### config.mk
export PLATFORM = sky130hd
export DESIGN_NAME = addr_decode_router
export DESIGN_NICKNAME = d
export VERILOG_FILES = /design/src/rtl/addr_decode_router.sv
export SDC_FILE = /design/constraint.sdc
export NUM_CORES = 1
export LEC_CHECK = 0
export CORE_UTILIZATION = 36
export DETAILED_ROUTE_END_ITERATION = 7
export HOLD_SLACK_MARGIN = 0.1
export PLACE_DENSITY = 0.85
export SLEW_MARGIN = 20
export SYNTH_ARGS = -nofsm -noshare
export SYNTH_HDL_FRONTEND = slang
export SYNTH_SLANG_ARGS = --single-unit
### constraint.sdc
create_clock -name clk -period 1.3 [get_ports clk]
set_input_delay 0.195 -clock clk [delete_from_list [all_inputs] [get_ports clk]]
set_output_delay 0.195 -clock clk [all_outputs]
set_load 0.01 [all_outputs]
### src/rtl/addr_decode_router.sv
//------------------------------------------------------------------------------
// addr_decode_router
//
// Responder-side decoder for the 27-bit generic address (addr_t). It accepts
// one request per cycle and splits the address into its fields. Each request
// goes either to the downstream target channel (tgt_*) or, when the address is
// unmapped, to the decode-error channel (err_*).
//
// The output is a single registered slot, so latency is exactly one cycle.
// The slot can pop and refill in the same cycle, which keeps full throughput.
// No combinational path runs from req_* to tgt_*/err_*.
//
// Address layout (addr_t, 27 bits):
//   ZAP     : [26]=1, [25]=is_csr, [24:19]=zap_id ({rack_id[2:0], zap[2:0]})
//             MEM : [18:0]  offset
//             CSR : [18:15] zap_block_id, [14:0] offset
//   non-ZAP : [26]=0, [25:23]=non_zap_block_id
//             RACK (id 6): [22:20] rack_id, [19:18] rack_block_id,
//                          [17:15] instance, [14:0] offset
//             others     : [22:0] offset
//
// Parameters:
//   ADDR_WIDTH    - request address width (27, fixed by the address layout)
//   DATA_WIDTH    - write data width
//   LOCAL_RACK_ID - rack ID of this rack; other racks decode as REMOTE
//
// Ports:
//   clk, rst                       - clock, synchronous active-high reset
//   req_valid/req_ready            - request handshake
//   req_addr, req_write, req_wdata - request payload
//   tgt_valid/tgt_ready            - decoded request handshake
//   tgt_class                      - 0 ZAP_MEM, 1 ZAP_CSR, 2 NON_ZAP,
//                                    3 RACK_BLK, 4 REMOTE
//   tgt_zap_id, tgt_block_id, tgt_inst_id, tgt_offset - decoded fields
//   tgt_write, tgt_wdata           - registered request write/data
//   err_valid/err_ready            - decode-error response handshake
//   err_addr                       - offending address
//
// Optional feature (macro ADDR_DECODE_ERR_CNT_EN):
//   err_cnt     - 16-bit saturating count of err_valid & err_ready handshakes
//   err_cnt_clr - zeroes err_cnt on the next cycle; a clear wins over an
//                 increment in the same cycle
//------------------------------------------------------------------------------
module addr_decode_router #(
  parameter int         ADDR_WIDTH    = 27,
  parameter int         DATA_WIDTH    = 32,
  parameter logic [2:0] LOCAL_RACK_ID = 3'd0
) (
  input  logic                  clk,
  input  logic                  rst,
  // request side
  input  logic                  req_valid,
  output logic                  req_ready,
  input  logic [ADDR_WIDTH-1:0] req_addr,
  input  logic                  req_write,
  input  logic [DATA_WIDTH-1:0] req_wdata,
  // target side
  output logic                  tgt_valid,
  input  logic                  tgt_ready,
  output logic [2:0]            tgt_class,
  output logic [5:0]            tgt_zap_id,
  output logic [3:0]            tgt_block_id,
  output logic [2:0]            tgt_inst_id,
  output logic [22:0]           tgt_offset,
  output logic                  tgt_write,
  output logic [DATA_WIDTH-1:0] tgt_wdata,
  // error side
  output logic                  err_valid,
  input  logic                  err_ready,
  output logic [ADDR_WIDTH-1:0] err_addr
`ifdef ADDR_DECODE_ERR_CNT_EN
  ,
  output logic [15:0]           err_cnt,
  input  logic                  err_cnt_clr
`endif
);

  // Target classes
  localparam logic [2:0] CLS_ZAP_MEM  = 3'd0;
  localparam logic [2:0] CLS_ZAP_CSR  = 3'd1;
  localparam logic [2:0] CLS_NON_ZAP  = 3'd2;
  localparam logic [2:0] CLS_RACK_BLK = 3'd3;
  localparam logic [2:0] CLS_REMOTE   = 3'd4;

  // Non-ZAP block IDs with special handling
  localparam logic [2:0] NZB_RESERVED = 3'd3;
  localparam logic [2:0] NZB_RACK     = 3'd6;

  // Rack block IDs with special handling. ICE exists only as instance 0.
  localparam logic [1:0] RBID_ICE      = 2'd0;
  localparam logic [1:0] RBID_RESERVED = 2'd3;

  // ZAP CSR block IDs 0, 13, 14 and 15 are unmapped. Bit n set = block n illegal.
  localparam logic [15:0] CSR_BLK_ILLEGAL = 16'hE001;

  //--------------------------------------------------------------------------
  // Address field extraction
  //--------------------------------------------------------------------------
  logic       a_is_zap;
  logic       a_is_csr;
  logic [5:0] a_zap_id;
  logic [3:0] a_zap_blk;
  logic [2:0] a_nzb_id;
  logic [2:0] a_rack_id_nz;
  logic [1:0] a_rack_blk;
  logic [2:0] a_inst;

  assign a_is_zap     = req_addr[26];
  assign a_is_csr     = req_addr[25];
  assign a_zap_id     = req_addr[24:19];
  assign a_zap_blk    = req_addr[18:15];
  assign a_nzb_id     = req_addr[25:23];
  assign a_rack_id_nz = req_addr[22:20];
  assign a_rack_blk   = req_addr[19:18];
  assign a_inst       = req_addr[17:15];

  //--------------------------------------------------------------------------
  // Combinational decode of the incoming request
  //--------------------------------------------------------------------------
  logic        dec_err;
  logic [2:0]  dec_class;
  logic [5:0]  dec_zap_id;
  logic [3:0]  dec_block_id;
  logic [2:0]  dec_inst_id;
  logic [22:0] dec_offset;
  logic [2:0]  dec_rack_id;
  logic        dec_has_rack;

  always_comb begin
    dec_err      = 1'b0;
    dec_class    = CLS_NON_ZAP;
    dec_zap_id   = 6'd0;
    dec_block_id = 4'd0;
    dec_inst_id  = 3'd0;
    dec_offset   = 23'd0;
    dec_rack_id  = 3'd0;
    dec_has_rack = 1'b0;

    if (a_is_zap) begin
      // The upper three bits of zap_id are the rack.
      dec_zap_id   = a_zap_id;
      dec_rack_id  = a_zap_id[5:3];
      dec_has_rack = 1'b1;
      if (a_is_csr) begin
        dec_class    = CLS_ZAP_CSR;
        dec_block_id = a_zap_blk;
        dec_offset   = {8'd0, req_addr[14:0]};
        dec_err      = CSR_BLK_ILLEGAL[a_zap_blk];
      end else begin
        dec_class  = CLS_ZAP_MEM;
        dec_offset = {4'd0, req_addr[18:0]};
      end
    end else if (a_nzb_id == NZB_RACK) begin
      dec_class    = CLS_RACK_BLK;
      dec_block_id = {2'd0, a_rack_blk};
      dec_inst_id  = a_inst;
      dec_offset   = {8'd0, req_addr[14:0]};
      dec_rack_id  = a_rack_id_nz;
      dec_has_rack = 1'b1;
      dec_err      = (a_rack_blk == RBID_RESERVED) ||
                     ((a_rack_blk == RBID_ICE) && (a_inst != 3'd0));
    end else begin
      dec_class    = CLS_NON_ZAP;
      dec_block_id = {1'b0, a_nzb_id};
      dec_offset   = req_addr[22:0];
      dec_err      = (a_nzb_id == NZB_RESERVED);
    end

    // A decode error always wins. Only addresses that carry a rack ID can
    // be REMOTE.
    if (!dec_err && dec_has_rack && (dec_rack_id != LOCAL_RACK_ID)) begin
      dec_class = CLS_REMOTE;
    end
  end

  //--------------------------------------------------------------------------
  // One-entry output slot
  //--------------------------------------------------------------------------
  logic                  tgt_valid_reg;
  logic                  err_valid_reg;
  logic [2:0]            class_reg;
  logic [5:0]            zap_id_reg;
  logic [3:0]            block_id_reg;
  logic [2:0]            inst_id_reg;
  logic [22:0]           offset_reg;
  logic                  write_reg;
  logic [DATA_WIDTH-1:0] wdata_reg;
  logic [ADDR_WIDTH-1:0] err_addr_reg;

  logic slot_full;
  logic slot_pop;
  logic accept;

  assign slot_full = tgt_valid_reg | err_valid_reg;
  assign slot_pop  = (tgt_valid_reg & tgt_ready) | (err_valid_reg & err_ready);
  // Gating with rst keeps the input closed while reset is held, including
  // the cycles before the first reset edge has cleared the slot.
  assign req_ready = ~rst & (~slot_full | slot_pop);
  assign accept    = req_valid & req_ready;

  always_ff @(posedge clk) begin
    if (rst) begin
      tgt_valid_reg <= 1'b0;
      err_valid_reg <= 1'b0;
      class_reg     <= 3'd0;
      zap_id_reg    <= 6'd0;
      block_id_reg  <= 4'd0;
      inst_id_reg   <= 3'd0;
      offset_reg    <= 23'd0;
      write_reg     <= 1'b0;
      wdata_reg     <= '0;
      err_addr_reg  <= '0;
    end else if (accept) begin
      // A push that coincides with a pop overwrites the slot, so no bubble
      // appears.
      tgt_valid_reg <= ~dec_err;
      err_valid_reg <= dec_err;
      class_reg     <= dec_class;
      zap_id_reg    <= dec_zap_id;
      block_id_reg  <= dec_block_id;
      inst_id_reg   <= dec_inst_id;
      offset_reg    <= dec_offset;
      write_reg     <= req_write;
      wdata_reg     <= req_wdata;
      err_addr_reg  <= req_addr;
    end else if (slot_pop) begin
      tgt_valid_reg <= 1'b0;
      err_valid_reg <= 1'b0;
    end
  end

  assign tgt_valid    = tgt_valid_reg;
  assign err_valid    = err_valid_reg;
  assign tgt_class    = class_reg;
  assign tgt_zap_id   = zap_id_reg;
  assign tgt_block_id = block_id_reg;
  assign tgt_inst_id  = inst_id_reg;
  assign tgt_offset   = offset_reg;
  assign tgt_write    = write_reg;
  assign tgt_wdata    = wdata_reg;
  assign err_addr     = err_addr_reg;

`ifdef ADDR_DECODE_ERR_CNT_EN
  //--------------------------------------------------------------------------
  // Saturating decode-error counter
  //--------------------------------------------------------------------------
  logic [15:0] err_cnt_reg;

  always_ff @(posedge clk) begin
    if (rst) begin
      err_cnt_reg <= 16'd0;
    end else if (err_cnt_clr) begin
      err_cnt_reg <= 16'd0;
    end else if (err_valid_reg && err_ready && (err_cnt_reg != 16'hFFFF)) begin
      err_cnt_reg <= err_cnt_reg + 16'd1;
    end
  end

  assign err_cnt = err_cnt_reg;
`endif

endmodule

# After elaboration in Yosys (flattened, before gate mapping)
# Memories as Yosys holds them, arrays and structs flattened.
# Cells that the tools add are included.
[totals]
n_memories = 1
mem_bits_ro = 16
out_inout_bits = 102
inputBits = 65
word_cells = 58
regBits = 101
[mem_list]
columns = ["name", "words", "word_bits", "read_ports", "rd_clocked_by_memory_dff", "write_ports", "line", "rtl"]
rows = [
  ["(name not given)", 16, 1, 1, 0, 0, "148", "dec_err = CSR_BLK_ILLEGAL[a_zap_blk];"],
]
[op_classes]
order_cmp = 1
eq_ne = 3
n_mux = 24
bitwise_logic = 10
n_reduce_logical = 9
[op_table]
columns = ["cell", "count"]
rows = [
  ["23-bit two-way mux", 2],
  ["3-bit two-way mux", 7],
  ["19-bit two-way mux", 1],
  ["1-bit two-way mux", 11],
  ["4-bit two-way mux", 2],
  ["6-bit two-way mux", 1],
  ["3-bit nonzero test", 2],
  ["4-bit by 5-bit < comparator with 1-bit output, second input constant", 1],
  ["1-bit AND", 4],
  ["3-bit by 2-bit == test with 1-bit output, second input constant", 1],
  ["3-bit == test, second input constant", 1],
  ["1-bit logical AND", 3],
  ["1-bit NOT", 3],
  ["1-bit bitwise OR", 3],
  ["2-bit == test, second input constant", 1],
  ["2-bit zero test", 1],
  ["2-bit nonzero test", 1],
  ["1-bit zero test", 1],
  ["1-bit logical OR", 1],
]

# Logic depth before layout (Yosys ltp)
[logic_depth]
ltp_word = 9
mapped_depth = 7
mapped_depth_nobuf = 4

# Worst setup path after synthesis
# Ideal clock, no wire load.
[synth_timing]
path_kind = "flip-flop to flip-flop"
start = "reg tgt_valid_reg (netlist: tgt_valid)"
end = "reg class_reg[0] (netlist: tgt_class[0])"
stages_incl_launch_ff = 5
setup_ns = 0.117
t_required_ns = 1.183
slack_ns = -0.124
period_less_slack_ns = 1.424
t_arrival_ns = 1.307
path_cell_list = "dfxtp_1 a22o_1 o211ai_2 or3_1 o22a_1"
[synth_between]
elab_chain_cells = 5
[synth_rtl]
columns = ["item", "line", "rtl"]
rows = [
  ["from (decl)", "179", "logic tgt_valid_reg;"],
  ["from (signal assigned)", "216", "tgt_valid_reg <= ~dec_err;"],
  ["1-bit AND / 1-bit bitwise OR (equally long branches)", "195, 194", ""],
  ["1-bit bitwise OR / 1-bit NOT (equally long branches)", "195, 198", ""],
  ["1-bit bitwise OR *", "198", "assign req_ready = ~rst & (~slot_full | slot_pop);"],
  ["1-bit AND *", "198", ""],
  ["1-bit AND *", "199", "assign accept = req_valid & req_ready;"],
  ["to (signal assigned)", "218", "class_reg <= dec_class;"],
  ["to (decl)", "181", "logic [2:0] class_reg;"],
]
# Mark *: on every way between the ends. The rest lies on a longest branch, timed or not.
# A chain may end at the register's enable or synchronous reset.

# Worst setup path after layout
[layout_timing]
start = "reg tgt_valid_reg (netlist: tgt_valid)"
end = "reg offset_reg[19] (netlist: tgt_offset[19])"
[layout_between]
elab_chain_cells = 5
[layout_rtl]
columns = ["item", "line", "rtl"]
rows = [
  ["1-bit AND / 1-bit bitwise OR (equally long branches)", "195, 194", ""],
  ["1-bit bitwise OR / 1-bit NOT (equally long branches)", "195, 198", ""],
  ["1-bit bitwise OR *", "198", ""],
  ["1-bit AND *", "198", ""],
  ["1-bit AND *", "199", ""],
  ["to (signal assigned)", "222", "offset_reg <= dec_offset;"],
  ["to (decl)", "185", "logic [22:0] offset_reg;"],
]
# Marks and branches as above.

==> qor.yml <==
run_status:
  outcome: "finished, violations left"
  violations: "setup timing"
global_route:
  overflow: 0
  grt_use_total_pct: 21.5
  grt_pass1_wl_microns: 16900
  grt_pass1_vias: 3528
  antenna_found_initial: 0
  grt_start_max_net_pins: 42
clock_network:
  path_clk_slew_ps: 80
  clock_path_buffers: 2
  h-tree-depth: 3
  cts_hold_buf: 0
  tritoncts: "built"
  cts_buffers: 9
  clk_latency_ps: 340
  root_buffer: "clkbuf_8"
  clock_sinks: 86
synth:
  synth_area_sq_mm: 0.00338
  synth-compound-area-share_pct: 17.5
  ys.flop_type: "dfxtp_1"
  synth_warnings: 0
  synth_cells: 418
  synth-seq-area-share_pct: 50.9
  synth_common_cells: "nand2_1 (138), dfxtp_1 (86), o21ai_0 (42)"
  synthMuxAreaShare_pct: 0.296
  syn_avg_cell_area_sq_um: 8.09
  syn-num-nets: 483
  yosys.area_share.simple_pct: 22.1
  yosys.area.top_type: "dfxtp_1"
  async_reset_ff_share_pct: 0
  yosysUniqueCellTypes: 41
  synth_most_common_cell: "nand2_1"
  ys_seq_elements: 86
  synth_edf_count: 0
  synthTopCellsByArea: "dfxtp_1 (51%), nand2_1 (15%), o21ai_0 (6.2%)"
  synth-xor-area-share_pct: 0.259
  yosysTopAreaCellShare_pct: 50.9
  synth_top_family_by_area: "simple AND/OR/NAND/NOR gates"
  synth_fa_ha_area_share_pct: 0
power:
  p_leak_nw: 2.69
  finalPower_mw: 6.32
  pwr_density_cell_mw_per_mm2: 1080
  peakVddDrop_v: 0.000617
cells_and_area:
  final_area_sq_mm: 0.00587
  fillCellCount: 748
  seq_area_sq_mm: 0.00173
  largest_reg_flops: 32
  drive_above_1_share_pct: 21.7
  fin_cells: 726
  area_delta_synth_final_pct: 73.6
  multiInputGateArea_sq_mm: 0.00155
  diodes: 0
  nets: 678
drt:
  route.detailed.drc: 0
  drt_iter0_drc: 236
  antenna_left: 0
  vias_per_cell: 5.17
  vias: 3751
  drt-total-wl_microns: 12000
  drt_pass1_iterations: 5
  wl_per_cell_microns: 16.6
timing:
  setup_ws_ps: -346
  hold_slack_ps: 341
  hold_violations: 0
  drv_slew: 0
  slew-limit-headroom_pct: 70.9
  setup_viol: 87
  rsz0062_at_grt: "yes"
  min_period_ps: 1650
  fmax_ghz: 0.607
  fin_crit_sh_pct: 127
  finClkSkew_ps: 14.8
  tightestPinTransition_ps: 431
floorplan:
  coreArea_sq_mm: 0.00889
  fp.dieW_microns: 98.9
  die_h_microns: 98.9
  dieArea_sq_mm: 0.00978
  placementRows: 34
  pin_count: 167
  start_util_pct: 38.0
placement:
  dp_hpwl_microns: 7580
  io_buffer_count: 166
  gp_congestion: 0.874
  post_dp_cell_area_sq_mm: 0.00526
  post-place-cells: 689
critical_path:
  cp.arrival_ps: 1910
  crit_type: "flop to flop"
  cp-end-kind: "flop"
  critPathLaunchType: "flop"
  cp_max_fo: 8
  cp.required_ps: 1560
worst_hold_path:
  hold_class: "primary input to flop"
job:
  drv_cap: 0
==> area by class of cell <==
class	instances	share of cell area, %
Timing Repair Buffer	229	38.2
Sequential cell	86	29.5
Multi-Input combinational cell	284	26.4
Clock buffer	11	2.41
Tap cell	108	2.30
Clock inverter	5	1.00
Inverter	3	0.192
==> routing by layer <==
| metal | vias to the layer above | track usage [%] | share of wire [%] | wire length [microns] |
|---|---|---|---|---|
| met3 | 30 | 4.11 | 5.5 | 657 |
| met2 | 163 | 38.0 | 51 | 6110 |
| met1 | 1781 | 25.2 | 41 | 4940 |
| li1 | 1777 | - | - | - |
| met4 | 0 | 9.53 | 2.8 | 336 |
| met5 | - | 0 | 0 | 0 |
==> what timing repair did <==
action / in CTS / in global routing
cloned: 2 / 14
endpoints found under the setup margin: 188 / 88
resized for setup: 142 / 64
buffers inserted: 1 / 4
endpoints found under the hold margin: 0 / 0
pin swaps: 10 / 12
==> placed cells by master (no fill, tap or decap), drive strengths merged, types with 2 or more instances in the layout <==
| master | synthesis | final |
|---|---|---|
| dfxtp | 86 | 86 |
| clkbuf | 12 | 19 |
| nand3 | 20 | 20 |
| buf | 34 | 57 |
| a21o | 3 | 3 |
| o21ai | 51 | 51 |
| o211ai | 3 | 3 |
| dlygate4sd2 | 0 | 104 |
| or3 | 2 | 2 |
| o211a | 2 | 3 |
| a311oi | 2 | 2 |
| nand2 | 138 | 138 |
| a21oi | 32 | 32 |
| and3 | 3 | 3 |
| inv | 3 | 3 |
| nor3 | 3 | 3 |
| clkdlybuf4s50 | 0 | 58 |
| nor2 | 7 | 7 |
| clkinv | 0 | 2 |
| clkinvlp | 0 | 2 |
| o2bb2ai | 2 | 2 |
==> cell families (layout without fill, tap and decap cells) <==
group | count (synthesis) | after routing
AO/OA/AOI/OAI | 101 | 102
XOR/XNOR | 1 | 1
flip-flops | 86 | 86
multiplexers | 1 | 1
AND/OR/NAND/NOR | 180 | 180
buffers and inverters | 49 | 248
==> critical path: stages, from the launching register on <==
cell,delay [ps]
dfxtp_4,360
a22o_1,230
buf_6,140
o211ai_4,270
buf_6,200
clkbuf_16,150
nand2_1,60
a21oi_1,160
==> path summary, 6_finish.rpt <==
check	to	depth (start not counted)	startpoint	slack (ps)
hold / removal	tgt_zap_id[0]$_SDFFE_PP0P_	4	req_addr[19]	340
hold reg to reg	tgt_wdata[10]$_SDFFE_PP0P_	2	tgt_wdata[10]$_SDFFE_PP0P_	450
setup reg to reg	tgt_offset[19]$_SDFFE_PP0P_	7	tgt_valid$_SDFFE_PP0P_	-350
setup / recovery	tgt_offset[19]$_SDFFE_PP0P_	7	tgt_valid$_SDFFE_PP0P_	-350
==> report_power, final <==
group	total [mW]	switching (mW)	leakage, nW	internal [mW]
sequential	2.93	0.110	0.707	2.82
clock	1.88	0.937	0.0955	0.942
combinational	1.51	0.724	1.88	0.783
==> through the flow <==
step | setup slack, ps | util [%] | TNS, ps
floorplan | -103 | - | -7290
global placement | -475 | 59.2 | -32050
detailed placement | -526 | 59.2 | -33550
CTS | -222 | 61.1 | -14250
global route | -366 | 66.0 | -21930
finish | -346 | 66.0 | -18040
Note: power is estimated with default switching activity, not from simulation.
==> variant 1, RTL diff (config.mk and constraints unchanged) <==
`DATA_WIDTH`: 32 -> 48.
--- a/src/rtl/addr_decode_router.sv
+++ b/src/rtl/addr_decode_router.sv
@@ -43,7 +43,7 @@
 //------------------------------------------------------------------------------
 module addr_decode_router #(
   parameter int         ADDR_WIDTH    = 27,
-  parameter int         DATA_WIDTH    = 32,
+  parameter int         DATA_WIDTH    = 48,
   parameter logic [2:0] LOCAL_RACK_ID = 3'd0
 ) (
   input  logic                  clk,
Interface: changed (resized req_wdata and tgt_wdata); port bits go from 167 to 199. No check against the original RTL was run, so the function may have changed too.
==> variant 1 against the original RTL <==
  * The flow still finishes with violations (setup timing)
  * First-iteration DRC count is 2.1% lower
  * Largest cell class unchanged
  * Sequential cell count is 16 higher
  * Setup slack better by 0.10 ns
  * Routed wire length is 3.3% higher
  * Utilization is 4.8 points lower
  * Hold slack worse by 0.099 ns
  * Total power is 10% higher
  * Cell area is 9.6% higher
  * Critical path type unchanged
  * Synthesized area is 17% higher
==> variant 1: results (changes against the original RTL) <==
[detailed_routing]
wire_per_inst_um=14.9  ; -10%
firstDrtPassIters=4  ; -1
num_vias=4082  ; +8.8%
drt_iter0_drc=231  ; -2.1%

[outcome]
violations=setup timing
status=finished with violations

[power_and_ir_drop]
ir_worst_vdd_mv=0.726  ; +18%
p_leak_nw=2.95  ; +9.7%

[global_route]
grt_pass1_vias=3798  ; +7.7%
grt_pass1_wl_um=17800  ; +5.2%
track_usage=0.195  ; -0.0201
grt_max_degree=60  ; +43%

[synth]
yosysUniqueCellTypes=39  ; -4.9%
seq_area_frac_synth=0.515  ; +0.00574
syn_nets=569  ; +18%
synthTopCellsByCount=nand2_1 (170), dfxtp_1 (102), o21ai_1 (51)

[cells_and_area]
nets=775  ; +14%
drive_gt1_frac=0.136  ; -0.0809
largest_reg_flops=48  ; +50%

[critical_path]
critPathSlowestCell=dfxtp_2
path_max_fanout=5  ; -3

[sta]
setup_ws_ns=-0.246  ; +0.100 ns
finalSetupTns_ns=-17.81  ; +0.227 ns
setup_viol=103  ; +18%

[clock_network]
clkTransAtPathRegs_ns=0.11  ; +0.03 ns

[place]
place.gp.congestion=0.803  ; -8.0%
port_buffers=198  ; +19%

## variant 1: changes by cell type in the layout (fill, tap and decap cells not counted), moves of 3 or more
cell,unedited run,this run
buf_6,9,3
nand3_1,10,20
o21ai_1,38,53
nor2_1,3,6
nand2_1,121,167
clkdlybuf4s50_1,58,75
inv_6,0,4
nand3_2,10,0
buf_4,42,33
dfxtp_2,0,4
nand2_2,16,3
dlygate4sd2_1,104,120
dfxtp_1,84,98
clkbuf_16,8,5
## variant 1: what timing repair did
action	4_1_cts	5_1_grt
setup endpoints to repair	220	103
gates resized for setup	135	24
pin swaps	6	6
cloned	1	10
setup buffers	1	1
## variant 1: cell type report
| type | instances | area (um^2) |
|---|---|---|
| Clock inverter | 6 | 50.0 |
| Clock buffer | 10 | 138 |
| Inverter | 3 | 11.3 |
| Multi-Input combinational cell | 332 | 1640 |
| Timing Repair Buffer | 246 | 2380 |
| Tap cell | 136 | 170 |
| Fill cell | 924 | 4070 |
| Sequential cell | 102 | 2050 |
## variant 1: logic make-up after synthesis
| kind of cell | after synthesis | synth area share |
|---|---|---|
| compound gates | 117 | 0.169 |
| simple gates | 212 | 0.219 |
| mux | 1 | 0.00252 |
| flops | 102 | 0.515 |
| xor+xnor | 1 | 0.00221 |
| buf+inv | 55 | 0.0931 |
## variant 1: metrics by stage
| stage | instances | area, um^2 | setup WS (ns) | util |
|---|---|---|---|---|
| floorplan | 488 | 3980 | -0.116 | - |
| CTS | 824 | 6170 | -0.225 | 0.587 |
| finish | 835 | 6430 | -0.246 | 0.612 |
| global placement | 806 | 6080 | -0.495 | 0.578 |
| global route | 835 | 6430 | -0.310 | 0.612 |
| detailed placement | 806 | 6080 | -0.546 | 0.578 |
## variant 1: per-layer routing
metal | track usage | up-vias | wire length [um] | part of all wire
met5 | 0 | - | 0 | 0
met1 | 0.229 | 1884 | 5150 | 0.41
li1 | - | 2014 | - | -
met3 | 0.0444 | 22 | 744 | 0.060
met2 | 0.340 | 162 | 6320 | 0.51
met4 | 0.0793 | 0 | 218 | 0.018
## variant 1: path summary, 6_finish.rpt
path	startpoint	end	slack [ns]	depth (start not counted)
hold reg to reg	tgt_wdata[44]	tgt_wdata[44]	0.45	2
setup reg to reg	tgt_valid	tgt_class[1]	-0.25	5
hold / removal	req_addr[26]	tgt_zap_id[0]	0.24	3
setup / recovery	tgt_valid	tgt_class[1]	-0.25	5
## variant 1: report_power, final
part	switching, W	internal (W)
logic	0.000746	0.000821
registers	0.000127	0.00336
clock network	0.00114	0.000778
total	0.00201	0.00496
## variant 1: tightest hold or removal path, stage by stage
cell and delay, ns:
dlymetal6s2s_1 0.20, nand3_1 0.10, a21oi_1 0.06
==> variant 2, RTL diff (same settings) <==
Without the edit above. Register the output `err_addr` once more, with the module's reset; this adds one clock of latency there. The other outputs are not delayed to match.
--- a/src/rtl/addr_decode_router.sv
+++ b/src/rtl/addr_decode_router.sv
@@ -238,7 +238,13 @@
   assign tgt_offset   = offset_reg;
   assign tgt_write    = write_reg;
   assign tgt_wdata    = wdata_reg;
-  assign err_addr     = err_addr_reg;
+  always_ff @(posedge clk) begin
+    if (rst) begin
+      err_addr <= '0;
+    end else begin
+      err_addr <= err_addr_reg;
+    end
+  end
 
 `ifdef ADDR_DECODE_ERR_CNT_EN
   //--------------------------------------------------------------------------
Behaviour: not the same (a bounded check fails within 4 cycles, from zero or initial values and one cycle with rst high).
==> variant 2 against the original RTL <==
  * The run still ends with setup timing left
  * Sequential share of layout area up 1.4 points
  * Cell area up 26%
  * Sequential cell count up 27
  * Synthesized area up 19%
  * First-iteration DRC count down 3.4%
  * Routed wire length up 20%
  * Sequential power up 31%
  * Critical path type is now register to output pin
  * Non-clock buffer count up 7
  * Total power up 62%
  * Utilization up 2.0 points
  * Setup slack worse by 0.15 ns
  * Hold slack worse by 0.21 ns
==> variant 2: results (changes against the original RTL) <==
[power_and_ir_drop]
ir_worst_vdd_mv=1.03  ; +67%
p_clk_w=0.00456  ; +140%
p_leak_nw=3.22  ; +20%
p_sw_w=0.00262  ; +48%
p_total_w=0.0103  ; +62%

[global_route]
grt_pass1_vias=3992  ; +13%
grt_pass1_wl_um=20400  ; +21%
use_met2=0.404  ; +0.0245
grt_max_degree=49  ; +17%
grt_util_met1=0.270  ; +0.0181
use_met3=0.0630  ; +0.0218

[clock_network]
clkTransAtPathRegs_ns=0.06  ; -0.02 ns
post_cts_buffers=16  ; +15
h-tree-depth=4  ; +1
cts_buffers=17  ; +8
ctsResizeCount=402  ; +180%
clk_latency_ns=0.51  ; +0.17 ns

[sta]
relSlewSlack=0.593  ; -0.116
setup_viol=88  ; +1.1%
finalSetupTns_ns=-35.09  ; -17.05 ns
timing.hold.ws_ns=0.131  ; -0.210 ns
setup_ws_ns=-0.492  ; -0.146 ns

[detailed_routing]
firstDrtPassIters=4  ; -1
met1Wirelength_um=5880  ; +19%
vias_per_cell=5.09  ; -1.4%

[cells_and_area]
final_cell_count_no_fill=781  ; +7.6%
fill_cells=779  ; +4.1%
drive_gt1_frac=0.507  ; +0.290
nets=694  ; +2.4%

[synth]
syn_nets=481  ; -0.41%

[outcome]
violations=setup timing
status=finished with violations

[critical_path]
path_max_fanout=3  ; -5
worstPathArrival_ns=1.60  ; -0.31 ns

[place]
place.gp.congestion=0.851  ; -2.6%
pre_cts_ws_ns=-0.606  ; -0.0808 ns

[variant 2: cell types whose count changed in the layout (fill, tap and decap cells not counted), sizes merged, moves of 5 or more]
cell,before,now
clkbuf,19,59
clkdlybuf4s15,1,33
dlygate4sd2,104,4
clkdlybuf4s50,58,63
buf,57,94
dfxtp,86,113
o21ai,51,36
a21oi,32,22
nand2,138,88
nor2b,0,27
mux2,0,27
[variant 2: per-stage QoR]
step / util / cell area, um^2
2_1_floorplan: - / 4070
4_1_cts: 0.671 / 7310
3_5_place_dp: 0.540 / 5880
5_1_grt: 0.681 / 7410
3_3_place_gp: 0.540 / 5880
6_report: 0.681 / 7410
[variant 2: logic make-up (layout without fill, tap and decap cells)]
| group | after synthesis | count (layout) | synth area share |
|---|---|---|---|
| compound gates | 74 | 74 | 0.109 |
| flops | 113 | 113 | 0.561 |
| xor+xnor | 1 | 1 | 0.00217 |
| mux | 28 | 28 | 0.0779 |
| buf+inv | 45 | 270 | 0.0723 |
| simple gates | 155 | 155 | 0.178 |
[variant 2: worst max-delay path: stages (launching register included)]
cell and delay [ns]:
dfxtp_4 0.36, a22o_4 0.27, buf_6 0.13, nor2_2 0.12, nor2_1 0.07, buf_2 0.14
[variant 2: cell type report]
class	count	area [um^2]	share of cell area
timing repair buffer	236	2290	0.309
sequential	113	2290	0.309
multi-input combinational	258	2060	0.278
clock buffer	19	422	0.0569
tap	140	175	0.0236
clock inverter	12	160	0.0216
inverter	3	11.3	0.00152
[variant 2: path summary, 6_finish.rpt]
kind / from / endpoint / cells past startpoint
worst min register to register: tgt_wdata[20] / tgt_wdata[20] / 2
worst max register to register: tgt_valid / err_addr_reg[19] / 6
worst min-delay path: rst / tgt_class[2] / 4
worst max-delay path: tgt_valid / req_ready / 5
